`config.mk`:
```
export PLATFORM = sky130hd
export DESIGN_NAME = operand_bypass_stage
export DESIGN_NICKNAME = d
export VERILOG_FILES = /design/src/rtl/operand_bypass_stage.sv
export SDC_FILE = /design/constraint.sdc
export NUM_CORES = 1
export LEC_CHECK = 0
export CAP_MARGIN = 5
export CORE_ASPECT_RATIO = 1.1
export CORE_UTILIZATION = 45
export DETAILED_ROUTE_END_ITERATION = 8
export GPL_ROUTABILITY_DRIVEN = 0
export PLACE_DENSITY_LB_ADDON = 0.25
export SYNTH_ARGS = -nofsm -noshare
export SYNTH_HDL_FRONTEND = slang
export SYNTH_SLANG_ARGS = --single-unit
```
`constraint.sdc`:
```
create_clock -name clk -period 3.9 [get_ports clk]
set_input_delay 0.585 -clock clk [delete_from_list [all_inputs] [get_ports clk]]
set_output_delay 0.585 -clock clk [all_outputs]
set_load 0.02 [all_outputs]
```
`src/rtl/operand_bypass_stage.sv`:
```
// ID/EX operand staging with nearest-stage forwarding, load-use hazard detection,
// writeback snoop while stalled, and port-0 store-data pipelining. Optional counters: BYP_PERF_CNT_EN.
module operand_bypass_stage #(
   parameter int DW    = 16,
   parameter int AW    = 4,
   parameter int NPORT = 2,
   parameter int NSTG  = 2
) (
   input  logic                clk,
   input  logic                rst_n,
   input  logic                stall_ID_EX,
   input  logic                flush_ID_EX,
   input  logic                stall_EX_DM,
   input  logic [NPORT*DW-1:0] rf_rd,
   input  logic [NPORT*AW-1:0] rf_addr,
   input  logic [NPORT-1:0]    rf_re,
   input  logic [NSTG-1:0]     stg_we,
   input  logic [NSTG*AW-1:0]  stg_dst,
   input  logic [NSTG*DW-1:0]  stg_data,
   input  logic [NSTG-1:0]     stg_rdy,
   output logic [NPORT*DW-1:0] opnd,
   output logic                hazard,
   output logic [DW-1:0]       store_data_EX_DM,
   output logic [15:0]         byp_cnt,
   output logic [15:0]         haz_cnt,
   input  logic                cnt_clr
);

   localparam int LAST = NSTG - 1;

   logic [DW-1:0]    id_data  [NPORT];
   logic [AW-1:0]    id_addr  [NPORT];
   logic [NPORT-1:0] id_re;
   logic [DW-1:0]    fwd_opnd [NPORT];
   logic [NPORT-1:0] port_haz;
   logic [NPORT-1:0] port_fwd;
   logic             hazard_int;
   logic [DW-1:0]    store_q;

   // NOTE: the operand array is small register state, not a RAM, so it is reset like any flop.
   always_ff @(posedge clk or negedge rst_n) begin
      if (!rst_n) begin
         id_re <= '0;
         for (int p = 0; p < NPORT; p++) begin
            id_data[p] <= '0;
            id_addr[p] <= '0;
         end
      end else if (flush_ID_EX) begin
         id_re <= '0;
         for (int p = 0; p < NPORT; p++) begin
            id_data[p] <= '0;
            id_addr[p] <= '0;
         end
      end else if (!stall_ID_EX) begin
         id_re <= rf_re;
         for (int p = 0; p < NPORT; p++) begin
            id_data[p] <= rf_rd[p*DW +: DW];
            id_addr[p] <= rf_addr[p*AW +: AW];
         end
      end else begin
         // Held operands pick up writeback so they are current when the stall releases.
         for (int p = 0; p < NPORT; p++) begin
            if (id_addr[p] != '0 && stg_we[LAST] && stg_dst[LAST*AW +: AW] == id_addr[p])
               // NOTE: non-blocking keeps every flop sampling pre-edge values regardless of statement order.
               id_data[p] <= stg_data[LAST*DW +: DW];
         end
      end
   end

   // NOTE: every always_comb output gets a default first so no path leaves a latch behind.
   always_comb begin
      logic          hit;
      logic          rdy;
      logic [DW-1:0] fdata;
      port_haz = '0;
      port_fwd = '0;
      for (int p = 0; p < NPORT; p++) begin
         hit         = 1'b0;
         rdy         = 1'b0;
         fdata       = '0;
         fwd_opnd[p] = id_data[p];
         // Walk oldest to youngest so the youngest matching stage overrides.
         for (int i = NSTG - 1; i >= 0; i--) begin
            if (stg_we[i] && stg_dst[i*AW +: AW] == id_addr[p]) begin
               hit   = 1'b1;
               rdy   = stg_rdy[i];
               fdata = stg_data[i*DW +: DW];
            end
         end
         if (id_addr[p] == '0) begin
            fwd_opnd[p] = '0;
         end else if (hit && rdy) begin
            fwd_opnd[p] = fdata;
            port_fwd[p] = 1'b1;
         end else if (hit) begin
            port_haz[p] = 1'b1;
         end
      end
      hazard_int = |(port_haz & id_re);
   end

   for (genvar p = 0; p < NPORT; p++) begin : g_opnd
      assign opnd[p*DW +: DW] = rst_n ? fwd_opnd[p] : '0;
   end
   assign hazard = rst_n & hazard_int;

   always_ff @(posedge clk or negedge rst_n) begin
      if (!rst_n)
         store_q <= '0;
      else if (!stall_EX_DM)
         store_q <= opnd[DW-1:0];
   end
   assign store_data_EX_DM = store_q;

`ifdef BYP_PERF_CNT_EN
   logic [15:0] byp_q;
   logic [15:0] haz_q;
   logic [15:0] byp_inc;
   logic [16:0] byp_sum;

   always_comb begin
      byp_inc = '0;
      for (int p = 0; p < NPORT; p++)
         if (id_re[p] && port_fwd[p]) byp_inc = byp_inc + 16'd1;
      byp_sum = {1'b0, byp_q} + {1'b0, byp_inc};
   end

   always_ff @(posedge clk or negedge rst_n) begin
      if (!rst_n) begin
         byp_q <= '0;
         haz_q <= '0;
      end else if (cnt_clr) begin
         byp_q <= '0;
         haz_q <= '0;
      end else begin
         if (!hazard_int && !stall_ID_EX)
            byp_q <= byp_sum[16] ? 16'hFFFF : byp_sum[15:0];
         if (hazard_int && haz_q != 16'hFFFF)
            haz_q <= haz_q + 16'd1;
      end
   end

   assign byp_cnt = byp_q;
   assign haz_cnt = haz_q;
`else
   logic unused_cnt_clr;
   assign unused_cnt_clr = cnt_clr;
   assign byp_cnt = '0;
   assign haz_cnt = '0;
`endif

endmodule

```
==> impl_results.html <==
<table>
<tr><th>Metric</th><th>Value</th></tr>
<tr><th colspan="2">Routing</th></tr>
<tr><td>Total number of vias</td><td>3799</td></tr>
<tr><td>DRT met1 WL</td><td>5080 um</td></tr>
<tr><td>Top layer in use</td><td>met4</td></tr>
<tr><td>Average routed wire per standard cell</td><td>18.7 um</td></tr>
<tr><td>Count of antenna-violating nets left after detailed routing</td><td>0</td></tr>
<tr><td>Pre-antenna DRT Iters</td><td>5</td></tr>
<tr><td>DR WL met3</td><td>899 um</td></tr>
<tr><td>Met2 wire len</td><td>6230 um</td></tr>
<tr><td>Final WL</td><td>12500 um</td></tr>
<tr><td>1st-iter DRT viols</td><td>238</td></tr>
<tr><td>Average via count per standard cell</td><td>5.65</td></tr>
<tr><td>Count of unresolved DRC violations after routing</td><td>0</td></tr>
<tr><th colspan="2">Yosys</th></tr>
<tr><td>Number of synthesized flops with an enable pin</td><td>0</td></tr>
<tr><td>Total number of yosys warnings</td><td>0</td></tr>
<tr><td>Average instance area after synthesis</td><td>9.75 um^2</td></tr>
<tr><td>Total of flip-flops plus latches after synthesis</td><td>58</td></tr>
<tr><td>Unique cell type count in the Yosys netlist</td><td>44</td></tr>
<tr><td>Leading post-synthesis cells by cell area</td><td>sky130_fd_sc_hd__dfrtp_1 (36%), sky130_fd_sc_hd__mux2i_1 (10%), sky130_fd_sc_hd__buf_4 (6.1%)</td></tr>
<tr><td>Post-Syn Area</td><td>0.00405 mm^2</td></tr>
<tr><td>Cell type with the highest aggregate area in the netlist</td><td>sky130_fd_sc_hd__dfrtp_1</td></tr>
<tr><td>Top flip-flop cell by instance count after synthesis</td><td>sky130_fd_sc_hd__dfrtp_1</td></tr>
<tr><td>Top cell types by occurrence after synthesis</td><td>sky130_fd_sc_hd__dfrtp_1 (58), sky130_fd_sc_hd__nor2_1 (57), sky130_fd_sc_hd__mux2i_1 (42)</td></tr>
<tr><td>Area share of the largest cell type after synthesis</td><td>35.9%</td></tr>
<tr><td>Most frequent cell after synthesis</td><td>sky130_fd_sc_hd__dfrtp_1</td></tr>
<tr><td>Number of cells produced by synthesis</td><td>415</td></tr>
<tr><td>Share of the yosys chip area belonging to registers</td><td>35.9%</td></tr>
<tr><td>Async S/R FF share, synth</td><td>100%</td></tr>
<tr><th colspan="2">Clock tree</th></tr>
<tr><td>Max clock buf depth</td><td>2</td></tr>
<tr><td>CTS tree</td><td>built</td></tr>
<tr><td>Clock Tree Root</td><td>sky130_fd_sc_hd__clkbuf_8</td></tr>
<tr><td>Clock-pin slew reported for the worst setup and hold paths after clock tree synthesis</td><td>0.07 ns</td></tr>
<tr><td>Skew-Pair Late Insertion Delay</td><td>0.34 ns</td></tr>
<tr><td>CTS sink cnt</td><td>58</td></tr>
<tr><td>CTS buffer count</td><td>9</td></tr>
<tr><td>CTS H-tree lvls</td><td>3</td></tr>
<tr><td>Post-CTS setup repair buffer count</td><td>0</td></tr>
<tr><th colspan="2">Setup path</th></tr>
<tr><td>Flop2flop setup slack</td><td>1.60 ns</td></tr>
<tr><td>Reg2Reg Launch Point</td><td>id_addr[3]</td></tr>
<tr><td>Setup Crit Path Kind</td><td>input pin to output port</td></tr>
<tr><td>Highest fanout seen on the critical path</td><td>9</td></tr>
<tr><td>Worst R2R End</td><td>id_data[4]</td></tr>
<tr><td>CP Data Required Time</td><td>3.31 ns</td></tr>
<tr><td>Worst Reg-to-Reg Cells</td><td>6</td></tr>
<tr><td>Critical path endpoint category</td><td>output port</td></tr>
<tr><td>Sort of element at the start of the critical path</td><td>input pin</td></tr>
<tr><td>CP Data Arrival Time</td><td>3.16 ns</td></tr>
<tr><th colspan="2">Timing</th></tr>
<tr><td>Final clock skew</td><td>0.00876 ns</td></tr>
<tr><td>Clock period minus worst slack</td><td>3.75 ns</td></tr>
<tr><td>Hold WS</td><td>0.477 ns</td></tr>
<tr><td>Worst Tran Pin Value</td><td>0.927 ns</td></tr>
<tr><td>Normalized max-slew margin</td><td>38.2%</td></tr>
<tr><td>RSZ-0062 raised after global routing</td><td>no</td></tr>
<tr><td>Final count of negative-setup-slack endpoints</td><td>0</td></tr>
<tr><td>Fin. max-slew vios</td><td>0</td></tr>
<tr><td>PnR worst setup slack</td><td>0.154 ns</td></tr>
<tr><td>Count of endpoints failing hold in the final timing report</td><td>0</td></tr>
<tr><td>Maximum clock frequency</td><td>267 MHz</td></tr>
<tr><td>Part of the cycle the worst path needs</td><td>96.0%</td></tr>
<tr><th colspan="2">Placed design</th></tr>
<tr><td>Count of buffers from port buffering</td><td>139</td></tr>
<tr><td>Post-detailed-placement half-perimeter wirelength</td><td>9000 um</td></tr>
<tr><td>Number of cells in the design after placement</td><td>656</td></tr>
<tr><td>Pre-CTS worst setup slack</td><td>-0.0140 ns</td></tr>
<tr><th colspan="2">GRT</th></tr>
<tr><td>Wire length of the first global-routing pass</td><td>20100 um</td></tr>
<tr><td>Largest net degree at the start of global routing</td><td>59</td></tr>
<tr><td>Number of global-route vias before repair</td><td>4025</td></tr>
<tr><td>Initial antenna violation count</td><td>0</td></tr>
<tr><td>Grt ovf</td><td>0</td></tr>
<tr><td>GR Util All Layers</td><td>27.7%</td></tr>
<tr><th colspan="2">Pwr</th></tr>
<tr><td>Final total power</td><td>1.83 mW</td></tr>
<tr><td>Leakage Power</td><td>2.65 nW</td></tr>
<tr><td>Largest voltage drop on the vdd net</td><td>0.000238 V</td></tr>
<tr><td>Power density over the cells</td><td>317 mW/mm^2</td></tr>
<tr><th colspan="2">Final layout</th></tr>
<tr><td>Post-Layout Cell Count</td><td>672</td></tr>
<tr><td>Share of post-route cells with drive strength above 1</td><td>15.3%</td></tr>
<tr><td>Layout Nets</td><td>648</td></tr>
<tr><td>Relative area change from synthesis to final layout</td><td>42.3%</td></tr>
<tr><td>Diode insertion count for antenna repair</td><td>0</td></tr>
<tr><td>Post-layout utilization of the core</td><td>67.4%</td></tr>
<tr><th colspan="2">Die</th></tr>
<tr><td>I/O pin total</td><td>173</td></tr>
<tr><td>Vertical die dimension</td><td>101 um</td></tr>
<tr><td>Initial Utilization</td><td>47.4%</td></tr>
<tr><td>Standard-cell row count</td><td>35</td></tr>
<tr><td>Horizontal die dimension</td><td>92.4 um</td></tr>
<tr><td>Area of the core region</td><td>0.00854 mm^2</td></tr>
<tr><td>Die ar.</td><td>0.00937 mm^2</td></tr>
<tr><th colspan="2">Flow run</th></tr>
<tr><td>Reported max-cap violation count</td><td>0</td></tr>
<tr><th colspan="2">Hold path</th></tr>
<tr><td>Path type of the worst min-delay path</td><td>input pin to asynchronous set/reset pin</td></tr>
<tr><th colspan="2">Run status</th></tr>
<tr><td>Status</td><td>finished clean</td></tr>
</table>
routing by layer:
layer | track usage [%] | vias up
li1 | - | 1741
met1 | 34.8 | 1823
met2 | 46.7 | 206
met3 | 4.58 | 29
met4 | 12.7 | 0
met5 | 0 | -
logic make-up (layout without fill, tap and decap cells):
family                 count (synthesis)  in the layout  share of synthesized area [%]
AND/OR/NAND/NOR                      141            141                           16.9
AO/OA/AOI/OAI                         76             76                           18.9
buffers and inverters                 66            181                           10.1
multiplexers                          58             58                           14.8
flip-flops                            58             58                           35.9
XOR/XNOR                              15             15                           3.25
other                                  1             32                         0.0927
where the power goes:
group	leakage (nW)	internal, mW	total, mW	switching (mW)
Sequential	0.766	0.646	0.677	0.0305
Combinational	1.76	0.237	0.488	0.251
Clock	0.119	0.411	0.662	0.251
Total	2.65	1.29	1.83	0.533
layout make-up:
class	count	area [um^2]
sequential	58	1450
inverter	3	11.3
clock inverter	4	72.6
timing repair buffer	162	1590
multi-input combinational	322	2330
tap	111	139
fill	668	2780
clock buffer	12	165
repair_timing:
| item | 4_1_cts | 5_1_grt |
|---|---|---|
| gates cloned | 0 | 0 |
| hold buffers | 0 | 0 |
| resized for setup | 2 | 9 |
| endpoints found under the setup margin | 2 | 11 |
sequential cells by signal, summed over array words and instances, names as in the netlist:
register and cells:
id_addr 8, id_data 32, store_data_EX_DM 16, id_re 2
layout by cell type, fill, tap and decap left out, types with 6 or more instances in the layout:
cell type	netlist	routed
sky130_fd_sc_hd__o31ai_1	16	16
sky130_fd_sc_hd__o221a_2	6	6
sky130_fd_sc_hd__nand2_1	35	35
sky130_fd_sc_hd__o41ai_2	14	14
sky130_fd_sc_hd__nor3b_1	16	16
sky130_fd_sc_hd__nor4_1	16	15
sky130_fd_sc_hd__o21a_1	16	16
sky130_fd_sc_hd__dfrtp_1	58	58
sky130_fd_sc_hd__buf_4	33	22
sky130_fd_sc_hd__conb_1	1	32
sky130_fd_sc_hd__dlymetal6s2s_1	0	8
sky130_fd_sc_hd__mux2i_1	42	42
sky130_fd_sc_hd__nor2_1	57	57
sky130_fd_sc_hd__clkdlybuf4s50_1	0	128
sky130_fd_sc_hd__xnor2_1	7	7
sky130_fd_sc_hd__xor2_1	8	8
sky130_fd_sc_hd__clkbuf_8	0	12
sky130_fd_sc_hd__mux2_2	16	16
sky130_fd_sc_hd__o221a_1	10	10
critical path, cell delays in order:
cell and delay (ns):
sky130_fd_sc_hd__clkdlybuf4s50_1 0.52, sky130_fd_sc_hd__xnor2_1 0.15, sky130_fd_sc_hd__o21ai_0 0.11, sky130_fd_sc_hd__nand4bb_1 0.32
sky130_fd_sc_hd__or3_1 0.41, sky130_fd_sc_hd__buf_4 0.20, sky130_fd_sc_hd__o221a_2 0.27, sky130_fd_sc_hd__clkdlybuf4s50_1 0.58
stage by stage:
| stage | TNS [ns] | area (um^2) |
|---|---|---|
| after floorplan | 0 | 4160 |
| after global routing | 0 | 5760 |
| after global placement | 0 | 5490 |
| final | 0 | 5760 |
| after detailed placement | -0.0140 | 5490 |
| after CTS | 0 | 5730 |
how the worst max path moves through the flow:
stage / from / cells after the start / endpoint / slack (ns)
2_1_floorplan: stg_dst[2] / 7 / opnd[14] / 0.96
3_3_place_gp: stg_dst[1] / 8 / opnd[15] / 0.05
5_1_grt: stg_dst[5] / 9 / opnd[5] / 0.04
3_5_place_dp: stg_dst[2] / 8 / opnd[15] / -0.01
6_report: stg_dst[7] / 8 / opnd[20] / 0.15
4_1_cts: stg_dst[2] / 8 / opnd[14] / 0.009
Power figures use the tool's default switching activity.
